## config.mk

```make
export PLATFORM = sky130hd
export DESIGN_NAME = multi_space_meter
export DESIGN_NICKNAME = d
export VERILOG_FILES = /design/src/rtl/multi_space_meter.sv
export SDC_FILE = /design/constraint.sdc
export NUM_CORES = 1
export LEC_CHECK = 0
export BUFFER_PORTS_ARGS = -buffer_cell sky130_fd_sc_hd__buf_2
export CAP_MARGIN = 0
export CORE_MARGIN = 8
export CORE_UTILIZATION = 58
export CTS_CLUSTER_DIAMETER = 120
export CTS_CLUSTER_SIZE = 40
export DETAILED_ROUTE_END_ITERATION = 12
export GPL_TIMING_DRIVEN = 0
export PLACE_DENSITY = 0.73
export SETUP_SLACK_MARGIN = 0.4
export SLEW_MARGIN = 20
export SYNTH_ARGS = -nofsm -noshare
export SYNTH_HDL_FRONTEND = slang
export SYNTH_SLANG_ARGS = --single-unit
```

## constraint.sdc

```tcl
create_clock -name clk_i -period 16.35 [get_ports clk_i]
set_clock_uncertainty 0.05 [all_clocks]
set_input_delay 0.8175 -clock clk_i [delete_from_list [all_inputs] [get_ports clk_i]]
set_output_delay 0.8175 -clock clk_i [all_outputs]
set_load 0.02 [all_outputs]
```

## src/rtl/multi_space_meter.sv

```systemverilog
// Multi-space parking meter core with per-space paid-time countdown, coin credit and violation count.
// Latency: sel_secs/sel_state one cycle after state update; parked edges act one cycle after input change.
// Backpressure: none; all inputs are one-cycle pulses or levels. PM_GRACE_EN adds a grace window before expiry.
module multi_space_meter #(
    parameter int NUM_SPACES = 4,
    parameter int SEC_W      = 12,
    parameter int MAX_SECS   = 3599,
    parameter int ADD_SMALL  = 60,
    parameter int ADD_LARGE  = 300,
    parameter int GRACE_SECS = 10,
    parameter int SEL_W      = (NUM_SPACES > 1) ? $clog2(NUM_SPACES) : 1
) (
    input  logic                  clk_i,
    input  logic                  rst_ni,
    input  logic                  tick_1hz_i,
    input  logic [NUM_SPACES-1:0] parked_i,
    input  logic [SEL_W-1:0]      sel_i,
    input  logic                  add_small_i,
    input  logic                  add_large_i,
    input  logic                  clear_i,
    output logic [SEC_W-1:0]      sel_secs_o,
    output logic [1:0]            sel_state_o,
    output logic [NUM_SPACES-1:0] expired_o,
    output logic [NUM_SPACES-1:0] expire_pls_o,
    output logic [7:0]            viol_cnt_o
);

    typedef enum logic [1:0] {
        ST_VACANT  = 2'd0,
        ST_PAID    = 2'd1,
        ST_EXPIRED = 2'd2,
        ST_GRACE   = 2'd3
    } state_e;

    localparam logic [SEC_W:0] MAX_W   = (SEC_W+1)'(MAX_SECS);
    localparam logic [SEC_W:0] SMALL_W = (SEC_W+1)'(ADD_SMALL);
    localparam logic [SEC_W:0] LARGE_W = (SEC_W+1)'(ADD_LARGE);

    if (MAX_SECS >= 2**SEC_W || GRACE_SECS < 0) begin : g_cfg_err
        $error("multi_space_meter: MAX_SECS must fit SEC_W and GRACE_SECS must be >= 0");
    end

    state_e                state_q [NUM_SPACES];
    state_e                state_d [NUM_SPACES];
    logic [SEC_W-1:0]      cnt_q   [NUM_SPACES];
    logic [SEC_W-1:0]      cnt_d   [NUM_SPACES];
    logic [NUM_SPACES-1:0] parked_q;
    logic [NUM_SPACES-1:0] expired_q, expired_d;
    logic [NUM_SPACES-1:0] pls_q, pls_d;
    logic [7:0]            viol_q, viol_d;
    logic [SEC_W-1:0]      sel_secs_q, sel_secs_d;
    logic [1:0]            sel_state_q, sel_state_d;

`ifdef PM_GRACE_EN
    localparam int GR_W = (GRACE_SECS > 0) ? $clog2(GRACE_SECS + 1) : 1;
    logic [GR_W-1:0]       grace_q [NUM_SPACES];
    logic [GR_W-1:0]       grace_d [NUM_SPACES];
`endif

    logic             sel_ok;
    logic             hit, clr, has_add, rise, fall, enter_exp;
    logic [SEC_W:0]   add_amt, dec, capped, vac_cnt;
    logic [4:0]       npls;
    logic [8:0]       viol_sum;

    always_comb begin
        sel_ok    = int'(sel_i) < NUM_SPACES;
        hit       = 1'b0;
        clr       = 1'b0;
        has_add   = 1'b0;
        rise      = 1'b0;
        fall      = 1'b0;
        enter_exp = 1'b0;
        add_amt   = '0;
        dec       = '0;
        capped    = '0;
        vac_cnt   = '0;
        for (int i = 0; i < NUM_SPACES; i++) begin
            hit       = sel_ok && (int'(sel_i) == i);
            clr       = hit && clear_i;
            add_amt   = '0;
            if (hit && !clear_i) begin
                if (add_large_i)      add_amt = LARGE_W;
                else if (add_small_i) add_amt = SMALL_W;
            end
            has_add   = (add_amt != '0);
            rise      = parked_i[i] & ~parked_q[i];
            fall      = ~parked_i[i] & parked_q[i];
            // Decrement before the add so a same-cycle coin rescues a space reaching zero.
            dec       = {1'b0, cnt_q[i]};
            if (state_q[i] == ST_PAID && tick_1hz_i && cnt_q[i] != '0)
                dec = dec - 1'b1;
            capped    = ((dec + add_amt) > MAX_W) ? MAX_W : (dec + add_amt);
            vac_cnt   = clr ? '0 : capped;
            enter_exp = 1'b0;

            state_d[i] = state_q[i];
            cnt_d[i]   = cnt_q[i];
`ifdef PM_GRACE_EN
            grace_d[i] = grace_q[i];
`endif
            if (fall) begin
                state_d[i] = ST_VACANT;
                cnt_d[i]   = '0;
`ifdef PM_GRACE_EN
                grace_d[i] = '0;
`endif
            end else begin
                case (state_q[i])
                    ST_VACANT: begin
                        cnt_d[i] = vac_cnt[SEC_W-1:0];
                        if (rise) begin
                            if (vac_cnt != '0) state_d[i] = ST_PAID;
                            else               enter_exp  = 1'b1;
                        end
                    end
                    ST_PAID: begin
                        if (clr) begin
                            cnt_d[i]  = '0;
                            enter_exp = 1'b1;
                        end else begin
                            cnt_d[i] = capped[SEC_W-1:0];
                            if (capped == '0) enter_exp = 1'b1;
                        end
                    end
                    ST_EXPIRED: begin
                        if (has_add) begin
                            cnt_d[i]   = capped[SEC_W-1:0];
                            state_d[i] = ST_PAID;
                        end
                    end
`ifdef PM_GRACE_EN
                    ST_GRACE: begin
                        if (has_add) begin
                            cnt_d[i]   = capped[SEC_W-1:0];
                            state_d[i] = ST_PAID;
                            grace_d[i] = '0;
                        end else if (tick_1hz_i) begin
                            if (grace_q[i] <= GR_W'(1)) begin
                                state_d[i] = ST_EXPIRED;
                                grace_d[i] = '0;
                            end else begin
                                grace_d[i] = grace_q[i] - 1'b1;
                            end
                        end
                    end
`endif
                    default: begin
                        state_d[i] = ST_VACANT;
                        cnt_d[i]   = '0;
                    end
                endcase
            end

            if (enter_exp) begin
`ifdef PM_GRACE_EN
                state_d[i] = ST_GRACE;
                grace_d[i] = GR_W'(GRACE_SECS);
`else
                state_d[i] = ST_EXPIRED;
`endif
            end

            expired_d[i] = (state_d[i] == ST_EXPIRED);
            pls_d[i]     = expired_d[i] & ~expired_q[i];
        end
    end

    // Several spaces can expire on the same edge, so count them all at once.
    always_comb begin
        npls = '0;
        for (int i = 0; i < NUM_SPACES; i++)
            npls = npls + 5'(pls_d[i]);
        viol_sum = {1'b0, viol_q} + 9'(npls);
        viol_d   = (viol_sum > 9'd255) ? 8'd255 : viol_sum[7:0];
    end

    always_comb begin
        sel_secs_d  = '0;
        sel_state_d = ST_VACANT;
        if (sel_ok) begin
            sel_secs_d  = cnt_q[sel_i];
            sel_state_d = state_q[sel_i];
        end
    end

    always_ff @(posedge clk_i or negedge rst_ni) begin
        if (!rst_ni) begin
            for (int i = 0; i < NUM_SPACES; i++) begin
                state_q[i] <= ST_VACANT;
                cnt_q[i]   <= '0;
`ifdef PM_GRACE_EN
                grace_q[i] <= '0;
`endif
            end
            parked_q    <= '0;
            expired_q   <= '0;
            pls_q       <= '0;
            viol_q      <= '0;
            sel_secs_q  <= '0;
            sel_state_q <= ST_VACANT;
        end else begin
            for (int i = 0; i < NUM_SPACES; i++) begin
                state_q[i] <= state_d[i];
                cnt_q[i]   <= cnt_d[i];
`ifdef PM_GRACE_EN
                grace_q[i] <= grace_d[i];
`endif
            end
            parked_q    <= parked_i;
            expired_q   <= expired_d;
            pls_q       <= pls_d;
            viol_q      <= viol_d;
            sel_secs_q  <= sel_secs_d;
            sel_state_q <= sel_state_d;
        end
    end

    assign sel_secs_o   = sel_secs_q;
    assign sel_state_o  = sel_state_q;
    assign expired_o    = expired_q;
    assign expire_pls_o = pls_q;
    assign viol_cnt_o   = viol_q;

endmodule

```

==> impl_metrics.toml <==
[status]
status = "finished, final reports clean"

[final_layout]
final_nets = 945
stdcell_count = 1080
final_util = 0.642
design_area_um2 = 8360
antenna_cells = 0
fill_cells = 1160
area_growth_pct = 10.1
drive_gt1_frac = 0.154

[place]
port_buffers = 41
place_ws_ps = 9650
placed_cell_area_um2 = 8050
post-place-cells = 1064
gp_congestion = 0.951
place_hpwl_um = 16600

[yosys]
avgSynthCellArea_um2 = 8.98
synth_edf_count = 0
dominantRegCellSynth = "dfrtp_1"
synth_simple_gate_area_frac = 0.267
ys_seq_area_frac = 0.297
synthAdderAreaFrac = 0.0629
synth_compound_area_frac = 0.216
syn_inst = 846
synth_area_um2 = 7590
synth_top_family_by_area = "simple AND/OR/NAND/NOR gates"
ys_ff_latch = 90
yosysUniqueCellTypes = 101
yosys_warnings = 0
async_reset_ff_frac = 1.00
synthMuxAreaShare = 0.0580
synth_nets = 892
synth-xor-area-share = 0.0619

[worst_setup_path]
setup.worst_path.class = "reg -> reg"
path_cells = "nor4_4 -> nor4b_1 -> a21oi_1 -> nand2_1 -> xnor2_1 -> ha_1 -> fa_1 -> a21o_1 -> a21oi_1 -> mux2i_1 -> o22ai_1 -> a22oi_1 -> nor3_1 -> nand4_2 -> o21ai_2 -> and2b_1 -> fa_1 -> inv_1 -> fa_1 -> inv_1 -> fa_1 -> nand4_1 -> o21ai_0"
startpoint_type = "flop"
crit_top_cell = "fa_1"
max_stage_delay_ps = 590
end_kind = "flop"
slowest_stage = "nor4_4"
reg2reg_slack_ps = 9870
arrival_ps = 6640
crit_fanout = 8
required_ps = 16510

[grt]
first_global_vias = 6888
antenna_found_initial = 1
grt_usage = 0.265
grt_pass1_wl_um = 35500
grt-ovfl-total = 0
grt_max_degree = 52

[timing]
rsz0062_at_grt = "no"
holdWs_ps = 401
fin_ws_ps = 9870
worst_pin_slew_ps = 1040
setup_viol_count_final = 0
finalHoldViolCount = 0
min_period_ps = 6480
post-route-period-util = 0.397
finalSetupTns_ps = 0
final_max_slew_viol_count = 0
max_slew_margin = 0.301
max_freq_ghz = 0.154

[routing]
detail-route-antenna-nets = 0
wirelength_um = 21300
drtIter0Drc = 576
viasPerCell = 6.39
drc = 0
route.vias.total = 6896
avgRoutedWirePerCell_um = 19.7
first_pass_iters = 5

[min_path]
min_path_type = "in -> async"

[clock_network]
clk_latency_ps = 350
cts_buffers = 9
ctsHoldBuffers = 0
clockBufferDepth = 2
cts.htree.levels = 3
cts_tree = "yes"
ctsResizeCount = 0
cts_root_buffer = "clkbuf_16"
cts.reportedPaths.clkPinSlew_ps = 70
cts_setup_buffers = 0
cts.sinks = 90

[power_and_ir_drop]
p_total_mw = 1.48
power.density_nw_per_um2 = 177
leakagePower_nw = 3.77
irDropWorstVdd_mv = 0.128

[die]
die_w_um = 130
fp.dieArea_um2 = 17000
core_area_um2 = 13000
start_util = 0.583
dieHeight_um = 130
ios = 42
rows = 42

[flow_run]
cap_violations = 0
## sequential cells by signal, indices dropped and copies added (netlist names)
name / cells
cnt_q: 48
expire_pls_o: 4
expired_o: 4
parked_q: 4
sel_secs_o: 12
sel_state_o: 2
state_q: 8
viol_cnt_o: 8
## Yosys cell counts, types with 22 or more instances
library cell	count	area, um^2
nor3_1	35	175
nand2b_1	23	144
dfrtp_1	90	2250
a21oi_1	37	185
nand3_1	22	110
ha_1	27	338
xnor2_1	31	272
nor2_1	64	240
o21ai_0	35	175
inv_1	36	135
nand2_1	79	297
clkbuf_1	22	82.6
## layout by cell type, fill, tap and decap left out, types with 6 or more instances in the layout
master,count
a21oi_1,37
xnor2_1,31
nor3b_1,10
a31oi_1,11
a21o_1,21
or3_1,8
dfrtp_1,90
a22o_1,16
nor2b_1,14
mux4_2,14
nand4_1,10
inv_1,36
and2_1,8
nor4_1,11
xor2_1,19
clkbuf_1,22
nor3_1,35
buf_2,45
and3_1,11
nand3_1,22
nor2_1,64
nand2_1,79
ha_1,27
o211ai_1,9
nor3_2,6
nand2b_1,23
or2_2,8
nand3b_1,6
a211oi_1,7
clkbuf_16,9
fa_1,7
o21ai_0,35
mux2i_1,8
a32o_1,7
## logic make-up after synthesis
logic type	Yosys count
buf+inv	71
mux	26
xor+xnor	52
fa+ha+maj	34
flops	90
simple gates	353
compound gates	220
## metal layers
layer  vias to the layer above  share of wire  track usage
met5                         -        0.00070            0
met4                         2          0.035        0.117
met3                        56          0.052       0.0369
met2                       242           0.48        0.441
met1                      3344           0.43        0.338
li1                       3252              -            -
## layout make-up
class	count	area (um^2)	area share
sequential	90	2250	0.269
clock inverter	6	72.6	0.00868
timing repair buffer	42	235	0.0281
multi-input combinational	685	5060	0.605
inverter	37	139	0.0166
clock buffer	10	239	0.0286
tap	176	220	0.0263
buffer	34	146	0.0175
## power by group
group	switching (mW)	internal (mW)	total, mW
combinational	0.516	0.355	0.871
sequential	0.102	0.293	0.395
clock	0.0912	0.124	0.215
total	0.709	0.773	1.48
## critical path: cells and delay by family, from the launching register on
kind	cells	cell delay, ps
AO/OA/AOI/OAI	7	1610
buffers and inverters	2	140
multiplexers	1	170
adder cells (fa/ha/maj)	5	1760
XOR/XNOR	1	70
flip-flops	1	520
AND/OR/NAND/NOR	7	2010
## path summary, 6_finish.rpt
kind                                   start  cells past startpoint               to
worst max-delay path               cnt_q[21]                     23    viol_cnt_o[3]
worst min-delay path                  rst_ni                      1        cnt_q[18]
worst max register to register     cnt_q[21]                     23    viol_cnt_o[3]
worst min register to register  expired_o[3]                      1  expire_pls_o[3]
max in group asynchronous             rst_ni                      2    viol_cnt_o[4]
min in group clk_i              expired_o[3]                      1  expire_pls_o[3]
Power figures use the tool's default switching activity.
